File: config.mk
export PLATFORM = sky130hd
export DESIGN_NAME = shift_pipe
export DESIGN_NICKNAME = d
export VERILOG_FILES = /design/src/rtl/shift_pkg.sv /design/src/rtl/shift_stage.sv /design/src/rtl/shift_pipe.sv
export SDC_FILE = /design/constraint.sdc
export NUM_CORES = 1
export LEC_CHECK = 0
export CAP_MARGIN = 20
export CORE_MARGIN = 1
export CORE_UTILIZATION = 55
export CTS_CLUSTER_SIZE = 25
export DETAILED_ROUTE_END_ITERATION = 6
export GPL_TIMING_DRIVEN = 1
export PLACE_DENSITY_LB_ADDON = 0.08
export SLEW_MARGIN = 20
export SYNTH_ARGS = -nofsm -noshare
export SYNTH_HDL_FRONTEND = slang
export SYNTH_SLANG_ARGS = --single-unit
File: constraint.sdc
create_clock -name clk -period 4.6 [get_ports clk]
set_input_delay 0.69 -clock clk [delete_from_list [all_inputs] [get_ports clk]]
set_output_delay 0.69 -clock clk [all_outputs]
set_load 0.02 [all_outputs]
File: src/rtl/shift_pkg.sv
// Shared types and widths for the pipelined shift/rotate unit.
// Rotate support is gated by the SHIFT_PIPE_ROL_EN macro in the consuming files.
package shift_pkg;

    localparam int SHIFT_W     = 16;
    localparam int SHIFT_AMT_W = 4;

    typedef enum logic [1:0] {
        SHIFT_SLL = 2'b00,
        SHIFT_SRL = 2'b01,
        SHIFT_SRA = 2'b10,
        SHIFT_ROL = 2'b11
    } shift_op_t;

endpackage

File: src/rtl/shift_stage.sv
// One fixed-distance level of the logarithmic shifter; purely combinational.
// Rotate wrap is built only when SHIFT_PIPE_ROL_EN is defined.
module shift_stage
    import shift_pkg::*;
#(
    parameter int unsigned DIST = 1
) (
    input  logic [SHIFT_W-1:0] in_data,
    input  logic               en,
    input  shift_op_t          op,
    input  logic               fill,
    output logic [SHIFT_W-1:0] out_data
);

    always_comb begin
        out_data = in_data;
        if (en) begin
            case (op)
                SHIFT_SLL: out_data = {in_data[SHIFT_W-1-DIST:0], {DIST{1'b0}}};
                SHIFT_SRL: out_data = {{DIST{1'b0}}, in_data[SHIFT_W-1:DIST]};
                // fill carries the original operand's sign, not this level's MSB
                SHIFT_SRA: out_data = {{DIST{fill}}, in_data[SHIFT_W-1:DIST]};
                SHIFT_ROL: begin
`ifdef SHIFT_PIPE_ROL_EN
                    out_data = {in_data[SHIFT_W-1-DIST:0], in_data[SHIFT_W-1:SHIFT_W-DIST]};
`else
                    out_data = {in_data[SHIFT_W-1-DIST:0], {DIST{1'b0}}};
`endif
                end
                default:   out_data = in_data;
            endcase
        end
    end

endmodule

File: src/rtl/shift_pipe.sv
// Two-stage 16-bit shift/rotate unit with valid/ready on both sides.
// Define SHIFT_PIPE_ROL_EN to enable rotate-left on op 2'b11 (otherwise it is SLL).
module shift_pipe
    import shift_pkg::*;
(
    input  logic                   clk,
    input  logic                   rst_n,
    input  logic                   in_valid,
    output logic                   in_ready,
    input  logic [SHIFT_W-1:0]     in_data,
    input  logic [SHIFT_AMT_W-1:0] in_amt,
    input  logic [1:0]             in_op,
    output logic                   out_valid,
    input  logic                   out_ready,
    output logic [SHIFT_W-1:0]     out_data
);

    logic               r_s1_valid;
    logic [SHIFT_W-1:0] r_s1_data;
    logic [1:0]         r_s1_amt;
    shift_op_t          r_s1_op;
    logic               r_s1_sign;

    logic               r_out_valid;
    logic [SHIFT_W-1:0] r_out_data;

    shift_op_t          w_in_op;
    logic [SHIFT_W-1:0] w_lvl1;
    logic [SHIFT_W-1:0] w_lvl2;
    logic [SHIFT_W-1:0] w_lvl4;
    logic [SHIFT_W-1:0] w_lvl8;
    logic               w_s2_load;
    logic               w_s1_load;
    logic               w_in_xfer;

    always_comb begin
        w_in_op = shift_op_t'(in_op);
`ifndef SHIFT_PIPE_ROL_EN
        if (w_in_op == SHIFT_ROL) begin
            w_in_op = SHIFT_SLL;
        end
`endif
    end

    // Stage 2 may accept whenever its content leaves; stage 1 follows it.
    assign w_s2_load = !r_out_valid || out_ready;
    assign w_s1_load = !r_s1_valid || w_s2_load;
    assign w_in_xfer = in_valid && w_s1_load;
    assign in_ready  = w_s1_load;
    assign out_valid = r_out_valid;
    assign out_data  = r_out_data;

    shift_stage #(.DIST(1)) u_lvl1 (
        .in_data  (in_data),
        .en       (in_amt[0]),
        .op       (w_in_op),
        .fill     (in_data[SHIFT_W-1]),
        .out_data (w_lvl1)
    );

    shift_stage #(.DIST(2)) u_lvl2 (
        .in_data  (w_lvl1),
        .en       (in_amt[1]),
        .op       (w_in_op),
        .fill     (in_data[SHIFT_W-1]),
        .out_data (w_lvl2)
    );

    shift_stage #(.DIST(4)) u_lvl4 (
        .in_data  (r_s1_data),
        .en       (r_s1_amt[0]),
        .op       (r_s1_op),
        .fill     (r_s1_sign),
        .out_data (w_lvl4)
    );

    shift_stage #(.DIST(8)) u_lvl8 (
        .in_data  (w_lvl4),
        .en       (r_s1_amt[1]),
        .op       (r_s1_op),
        .fill     (r_s1_sign),
        .out_data (w_lvl8)
    );

    always_ff @(posedge clk or negedge rst_n) begin
        if (!rst_n) begin
            r_s1_valid <= 1'b0;
            r_s1_data  <= '0;
            r_s1_amt   <= '0;
            r_s1_op    <= SHIFT_SLL;
            r_s1_sign  <= 1'b0;
        end else if (w_s1_load) begin
            r_s1_valid <= w_in_xfer;
            if (w_in_xfer) begin
                r_s1_data <= w_lvl2;
                r_s1_amt  <= in_amt[3:2];
                r_s1_op   <= w_in_op;
                r_s1_sign <= in_data[SHIFT_W-1];
            end
        end
    end

    always_ff @(posedge clk or negedge rst_n) begin
        if (!rst_n) begin
            r_out_valid <= 1'b0;
            r_out_data  <= '0;
        end else if (w_s2_load) begin
            r_out_valid <= r_s1_valid;
            if (r_s1_valid) begin
                r_out_data <= w_lvl8;
            end
        end
    end

endmodule

; ---- Word-level counts from Yosys, hierarchy flattened
; Index checks and enable logic that the tools add are counted.
[word_totals]
elab_cells = 34
register_bits = 39
out_inout_bits = 18
input_bits = 26
[op_classes]
n_reduce_logical = 11
eq_ne = 7
mux = 9
[op_table]
columns = cell, n
row1 = 16-bit one-hot mux with 3 select lines, 4
row2 = 16-bit 2-to-1 mux, 4
row3 = "2-bit equality test, second input constant", 5
row4 = "2-bit by 1-bit equality test with 1-bit output, second input constant", 2
row5 = 2-bit logical NOT, 2
row6 = 2-bit AND reduction, 2
row7 = 2-bit OR reduction, 2
row8 = 1-bit logical NOT, 2
row9 = 1-bit logical OR, 2
row10 = 2-bit 2-to-1 mux, 1
row11 = 1-bit logical AND, 1

; ---- Depth between registers and ports, before layout
; Gate-level depths: netlist of the first run.
[logic_depth]
depth_word = 8
mapped_depth = 9
ltp_nobuf = 6

; ---- Hierarchy
; Synthesis of the first run repeated with hierarchy kept, for this count alone.
[hier_totals]
cells_unflattened = 271
area_unflattened_um2 = 3050.4
[by_module_without_submodules]
columns = mod, instances, area_per_inst_um2, cells_each
row1 = shift_pipe, 1, 1632.8, 87
row2 = shift_stage (u_lvl8), 1, 395.4, 61
row3 = shift_stage (u_lvl1), 1, 352.8, 43
row4 = shift_stage (u_lvl2), 1, 350.3, 41
row5 = shift_stage (u_lvl4), 1, 319.1, 39

; ---- Worst setup path after synthesis of the first run
; OpenSTA, ideal clock, no wires.
[synth_path]
path_kind = input-to-reg
start = in in_op[0]
end = reg r_s1_data[11]
path_stages = 8
path_buffers = 2
arrival_ns = 2.149
path_slack_ns = 2.330
setup_time_ns = 0.121
path_cell_list = inv_1 > ha_1 > and3b_1 > buf_6 > buf_8 > a222oi_1 > o22ai_1 > o22a_1
[synth_via]
elab_chain_cells = 8
word_cells_on_any_way = 11
classes_between = eq/ne: 4 / mux: 5 / reduce/logical: 2
[synth_rtl]
columns = item, line_no
row1 = start: declaration, shift_pipe.sv:12  ; input logic [1:0] in_op,
row2 = 2-bit equality test, shift_pipe.sv:39  ; if (w_in_op == SHIFT_ROL) begin
row3 = 2-bit 2-to-1 mux (*), shift_pipe.sv:39
row4 = 2-bit equality test or 2-bit logical NOT (tied branches), shift_stage.sv:18  ; case (op)
row5 = 2-bit OR reduction (no line), --
row6 = 16-bit one-hot mux with 3 select lines, shift_stage.sv:18
row7 = 16-bit 2-to-1 mux, shift_stage.sv:17  ; if (en) begin
row8 = 16-bit one-hot mux with 3 select lines, shift_stage.sv:18
row9 = 16-bit 2-to-1 mux (*), shift_stage.sv:17
row10 = end signal: assignment, shift_pipe.sv:95  ; r_s1_data <= w_lvl2;
row11 = end: declaration, shift_pipe.sv:19  ; logic [SHIFT_W-1:0] r_s1_data;
; Mark *: on every way between the ends. The rest lies on a longest branch, timed or not.
; A chain may end at the register's enable or synchronous reset.

; ---- Final worst setup path of the first run
[layout_path]
start = in in_op[0]
end = reg r_s1_data[13]
; Same word-level chain as after synthesis.

==> results.txt, run 1 <==
----------------------------------------------------
[Global route]
  Largest net degree at the start of global routing ... 40
  First-pass GRT wire length ... 10510 um
  Antenna violations before repair ... 0
  Remaining Overflow, GRT ... 0
  All-Layer GR Usage ... 25.88%
  Via count of the first global-routing pass ... 2247

[Floorplanning]
  Vert. Die Dim ... 71.51 um
  Initial core utilization ... 59.00%
  Die extent in x ... 71.51 um
  Floorplan core area ... 4504 um^2
  Die outline area ... 5114 um^2
  Number of top-level pins ... 44
  Number of rows created at floorplan ... 24

[Timing]
  Final setup margin ... 1.899 ns
  Worst Tran Pin Value ... 0.8824 ns
  Time the final worst path needs with I/O delays and setup ... 2.701 ns
  Final hold violation count ... 0
  Setup violations, final ... 0
  Final Skew ... 0.007797 ns
  Peak clock frequency supported by timing ... 0.3702 GHz
  Hold slack ... 0.4798 ns
  RSZ-0062 raised after global routing ... false
  Period Utilization, post-route ... 58.72%
  Final-report max-slew violation count ... 0
  Total negative slack for setup checks ... 0 ns
  Remaining max-slew budget at the tightest pin ... 41.17%

[Logic synthesis]
  Summed instance area of the synthesized netlist ... 2658 um^2
  Main flop type after synthesis ... sky130_fd_sc_hd__dfrtp_1
  Total of warnings raised by yosys ... 0
  Distinct cell type count of the synthesized netlist ... 40
  Post-synth ARST share ... 100.0%
  Avg Inst Size Synth ... 8.600 um^2
  Register area share after synthesis ... 36.72%
  Synthesized Nets ... 340
  Flop and latch count out of synthesis ... 39
  Number of cells produced by synthesis ... 309
  Number of enable-type register cells in the synthesized netlist ... 0

[Pwr]
  Comb power frac ... 37.6%
  Power per cell area ... 395.5 nW/um^2
  Clock share of power ... 23.5%
  Max VDD drop ... 0.0001638 V
  Sequential share of power ... 38.9%
  Switching power ... 0.4348 mW
  Leakage Power ... 1.238 nW
  Fraction of power spent switching nets ... 34.93%
  Cell Int Power ... 0.8101 mW

[Run status]
  Status ... finished clean

[Critical path]
  Worst Path Arrival ... 2.88 ns
  Setup crit end kind ... flip-flop
  Type of the worst setup path ... in -> reg
  Critical Path Source Type ... input pin
  Maximum fanout encountered on the critical timing path ... 17
  Required arrival time at the worst endpoint ... 4.78 ns

[Place]
  Placed instance area ... 3030 um^2
  GP Congestion ... 0.8688
  Cell total after placement ... 378
  HPWL after detailed placement ... 4576 um
  Pre-CTS worst setup slack ... 1.640 ns
  Number of port buffers ... 43

[Cells and area]
  Footprint of the multi-input gates ... 1496 um^2
  Ant diodes ... 0
  Most common cell after layout, fill and taps aside ... sky130_fd_sc_hd__clkdlybuf4s50_1
  FF+latch area ... 975.9 um^2
  Top library cells by usage in the layout, fill and taps aside ... sky130_fd_sc_hd__clkdlybuf4s50_1 (42), sky130_fd_sc_hd__dfrtp_1 (39), sky130_fd_sc_hd__o21ai_0 (27)
  Final Instance Count excl. Fillers ... 386
  Fraction of final layout cells with drive strength greater than 1 ... 4.192%
  Cell area after layout ... 3148 um^2
  Net count reported at finish ... 364
  Layout overhead on the synthesized area ... 18.46%
  Number of fill cells in the layout ... 382

[Detailed routing]
  Count of antenna-violating nets left after detailed routing ... 0
  Post-route DRC violation count ... 0
  Detailed-router iteration count before antenna repair ... 4
  Post-DR wirelength/cell ... 15.82 um
  Total detailed-routing wirelength ... 6105 um
  Mean number of vias per cell ... 6.345
  Via count ... 2449
  Starting DRT DRC Count ... 245

[Job]
  Reported max-cap violation count ... 0

[Clock network]
  CTS HTree Levels ... 2
  # hold bufs at CTS ... 0
  Clock root buffer ... sky130_fd_sc_hd__clkbuf_8
  Setup Buffers After CTS ... 0
  Clock tree from TritonCTS ... done
  Sinks on the clock net ... 39
  Total clock buffers created by CTS ... 5
  Post-CTS sizing ... 0
  Clock slew at reported path FFs ... 0.08 ns
  Maximum buffer depth of the clock tree ... 2
  Worst-skew pair later-pin latency ... 0.29 ns

[Worst hold path]
  Worst min path class ... reg -> reg

----------------------------------------------------
[synth_stat cells, drive strengths merged (7+ instances only)]
library cell	n	area, um^2
and2	7	43.79
o21ai	27	135.1
nand4b	8	70.07
nand3b	7	52.55
nand2b	17	106.4
nand2	18	67.56
a221oi	8	70.07
clkbuf	21	78.83
o211ai	12	90.09
o22ai	10	62.56
inv	16	60.06
nor2b	8	50.05
dfrtp	39	975.9
a31oi	11	68.82
nor2	13	48.80
o22a	12	105.1
a21oi	22	110.1
[stage by stage]
step	total power [mW]	util (%)
floorplan	0.7796	-
global route	1.316	69.89
finish	1.245	69.89
CTS	1.247	69.89
global placement	0.9474	67.28
detailed placement	0.9568	67.28
[routing by layer]
metal  vias up  GRT usage (%)  part of all wire (%)
li1       1208              -                     -
met1      1132          33.76                    45
met2        97          45.19                    49
met3        12          3.657                   4.4
met4         0          7.190                   1.3
met5         -              0                     0
[kinds of logic after synthesis]
family / synth area share, %
buf+inv: 6.968
compound gates: 33.66
fa+ha+maj: 2.354
mux: 1.648
simple gates: 18.64
flops: 36.72
[power groups by stage]
stage               Sequential, mW  Clock, mW  Combinational [mW]
finish                       0.485      0.292               0.468
global route                 0.496      0.306               0.514
CTS                          0.485      0.295               0.467
detailed placement           0.492          0               0.465
global placement             0.487          0               0.460
floorplan                    0.518          0               0.261
[critical path: stages]
cell                              delay, ns
sky130_fd_sc_hd__clkdlybuf4s50_1       0.48
sky130_fd_sc_hd__inv_1                 0.06
sky130_fd_sc_hd__ha_1                  0.32
sky130_fd_sc_hd__and3b_1               0.36
sky130_fd_sc_hd__a222oi_1              0.53
sky130_fd_sc_hd__nor2_1                0.08
sky130_fd_sc_hd__o32a_1                0.36
[sequential cells by signal (all words and copies together), names as in the netlist]
signal,flops
r_s1_amt,2
r_s1_sign,1
out_valid,1
r_s1_op,2
r_s1_data,16
r_s1_valid,1
out_data,16
[final timing paths]
kind / slack (ns) / depth (start not counted) / start / end
max: 1.90 / 7 / in_op[0] / r_s1_data[13]
min: 0.48 / 2 / out_data[0] / out_data[0]
max reg2reg: 2.56 / 4 / r_s1_amt[0] / out_data[1]
min reg2reg: 0.48 / 2 / out_data[0] / out_data[0]
max in group asynchronous: 3.59 / 1 / rst_n / out_valid
min in group asynchronous: 0.49 / 1 / rst_n / out_data[12]
[layout make-up]
type	instances	share of cell area (%)
timing repair buffer	44	13.75
multi-input combinational	227	47.54
clock buffer	6	2.623
sequential	39	31.00
clock inverter	2	1.113
tap	52	2.067
inverter	16	1.908
Note: power is estimated with default switching activity, not from simulation.
==> run 2, diff against run 1 <==
--- a/config.mk
+++ b/config.mk
@@ -7,7 +7,7 @@
 export LEC_CHECK = 0
 export CAP_MARGIN = 20
 export CORE_MARGIN = 1
-export CORE_UTILIZATION = 55
+export CORE_UTILIZATION = 54
 export CTS_CLUSTER_SIZE = 25
 export DETAILED_ROUTE_END_ITERATION = 6
 export GPL_TIMING_DRIVEN = 1
==> constraint.sdc (replaced) <==
create_clock -name clk -period 2.7 [get_ports clk]
set_input_delay 0.405 -clock clk [delete_from_list [all_inputs] [get_ports clk]]
set_output_delay 0.405 -clock clk [all_outputs]
set_load 0.02 [all_outputs]
==> results.txt, run 2 (same netlist as run 1, synthesis figures left out) <==
----------------------------------------------------
[Detailed routing]
  Post-route DRC violation count ... 0
  Mean number of vias per cell ... 6.054
  Starting DRT DRC Count ... 252
  Total detailed-routing wirelength ... 6205 um
  Count of antenna-violating nets left after detailed routing ... 0
  Detailed-router iteration count before antenna repair ... 7
  Post-DR wirelength/cell ... 15.21 um
  Via count ... 2470

[Critical path]
  Worst Path Arrival ... 2.57 ns
  Maximum fanout encountered on the critical timing path ... 17
  Number of cells on the worst reg-to-reg path ... 7
  Register-to-Register Setup Slack ... 0.89 ns
  Type of the worst setup path ... in -> reg
  Critical Path Source Type ... input pin
  RR Startpoint ... r_s1_op[0]
  Setup crit end kind ... flip-flop
  Reg-to-Reg End ... out_data[1]
  Required arrival time at the worst endpoint ... 2.87 ns

[Floorplanning]
  Floorplan core area ... 4723 um^2
  Number of rows created at floorplan ... 25
  Die extent in x ... 72.15 um
  Number of top-level pins ... 44
  Initial core utilization ... 56.26%
  Vert. Die Dim ... 72.15 um
  Die outline area ... 5206 um^2

[Pwr]
  Leakage Power ... 1.257 nW
  Max VDD drop ... 0.0002276 V
  Power per cell area ... 631.0 nW/um^2
  Post-layout power ... 2.017 mW

[Clock network]
  Sinks on the clock net ... 39
  CTS HTree Levels ... 2
  Clock tree from TritonCTS ... done
  Clock slew at reported path FFs ... 0.07 ns
  Worst-skew pair later-pin latency ... 0.29 ns
  Setup Buffers After CTS ... 0
  Total clock buffers created by CTS ... 5
  Maximum buffer depth of the clock tree ... 2
  # hold bufs at CTS ... 0
  Post-CTS sizing ... 0
  Clock root buffer ... sky130_fd_sc_hd__clkbuf_8

[Run status]
  Status ... finished clean

[Global route]
  Via count of the first global-routing pass ... 2289
  Antenna violations before repair ... 0
  All-Layer GR Usage ... 25.86%
  First-pass GRT wire length ... 10650 um
  Remaining Overflow, GRT ... 0
  Largest net degree at the start of global routing ... 40

[Timing]
  Total negative slack for setup checks ... 0 ns
  Peak clock frequency supported by timing ... 0.4170 GHz
  Final Skew ... 0.005297 ns
  Period Utilization, post-route ... 88.82%
  Final-report max-slew violation count ... 0
  Remaining max-slew budget at the tightest pin ... 46.14%
  RSZ-0062 raised after global routing ... false
  Worst Tran Pin Value ... 0.8078 ns
  Time the final worst path needs with I/O delays and setup ... 2.398 ns
  Setup violations, final ... 0
  Final hold violation count ... 0

[Job]
  Reported max-cap violation count ... 0

[Cells and area]
  Net count reported at finish ... 371
  Top library cells by usage in the layout, fill and taps aside ... sky130_fd_sc_hd__clkdlybuf4s50_1 (42), sky130_fd_sc_hd__dfrtp_1 (39), sky130_fd_sc_hd__o21ai_0 (27)
  Most common cell after layout, fill and taps aside ... sky130_fd_sc_hd__clkdlybuf4s50_1
  Fraction of final layout cells with drive strength greater than 1 ... 5.572%
  Ant diodes ... 0
  Layout overhead on the synthesized area ... 20.24%

[Place]
  HPWL after detailed placement ... 4723 um
  Number of port buffers ... 43
  GP Congestion ... 0.8798

[Worst hold path]
  Worst min path class ... in -> async

----------------------------------------------------
[run 2: changes by cell type in the layout (fill, tap and decap cells not counted), sizes merged]
cell and delta:
clkbuf +1, bufinv -1, buf +7
[run 2: worst max-delay path by stage]
stage	start	endpoint	slack (ns)	cells after the start
6_report	in_op[0]	r_s1_data[13]	0.30	7
5_1_grt	in_op[1]	r_s1_data[6]	0.11	7
4_1_cts	in_op[0]	r_s1_data[13]	0.32	7
3_5_place_dp	in_op[0]	r_s1_data[13]	0.03	7
3_3_place_gp	in_op[0]	r_s1_data[13]	0.08	7
2_1_floorplan	in_op[0]	r_s1_data[11]	0.72	8
[run 2: cell type report]
class,instances,area [um^2]
clock inverters,1,5.005
flip-flops and latches,39,975.9
clock buffers,7,76.32
well taps,67,83.83
fillers,402,1528
repair buffers,51,498.0
multi-input cells,227,1496
inverters,16,60.06
[run 2: metrics by stage]
| stage | area (um^2) | setup slack, ns | util [%] | hold slack [ns] | instances |
|---|---|---|---|---|---|
| finish | 3196 | 0.3017 | 67.66 | 0.1952 | 408 |
| global route | 3196 | 0.1069 | 67.66 | 0.3002 | 408 |
| CTS | 3196 | 0.3237 | 67.66 | 0.2406 | 408 |
| detailed placement | 3114 | 0.02738 | 65.93 | 0.4702 | 400 |
| global placement | 3114 | 0.07952 | 65.93 | 0.4611 | 400 |
| floorplan | 2658 | 0.7153 | - | 0.1094 | 309 |
[run 2: report_power, final]
| group | internal [mW] | leakage (nW) | switching [mW] | total (mW) |
|---|---|---|---|---|
| Sequential | 0.710 | 0.472 | 0.108 | 0.818 |
| Combinational | 0.386 | 0.743 | 0.440 | 0.826 |
| Clock | 0.181 | 0.0422 | 0.192 | 0.373 |
| Total | 1.28 | 1.26 | 0.739 | 2.02 |
[run 2: critical path: stages]
cell and delay, ns:
sky130_fd_sc_hd__clkdlybuf4s50_1 0.50, sky130_fd_sc_hd__inv_1 0.07, sky130_fd_sc_hd__ha_1 0.31, sky130_fd_sc_hd__and3b_1 0.36, sky130_fd_sc_hd__a222oi_1 0.50, sky130_fd_sc_hd__nor2_1 0.08, sky130_fd_sc_hd__o32a_1 0.35
[run 2: metal layers]
metal / wire, um / vias to the layer above / global-route usage [%]
met3: 254 / 9 / 2.917
li1: - / 1228 / -
met1: 2712 / 1150 / 32.50
met4: 115 / 0 / 9.804
met2: 3121 / 83 / 45.59
met5: 0 / - / 0
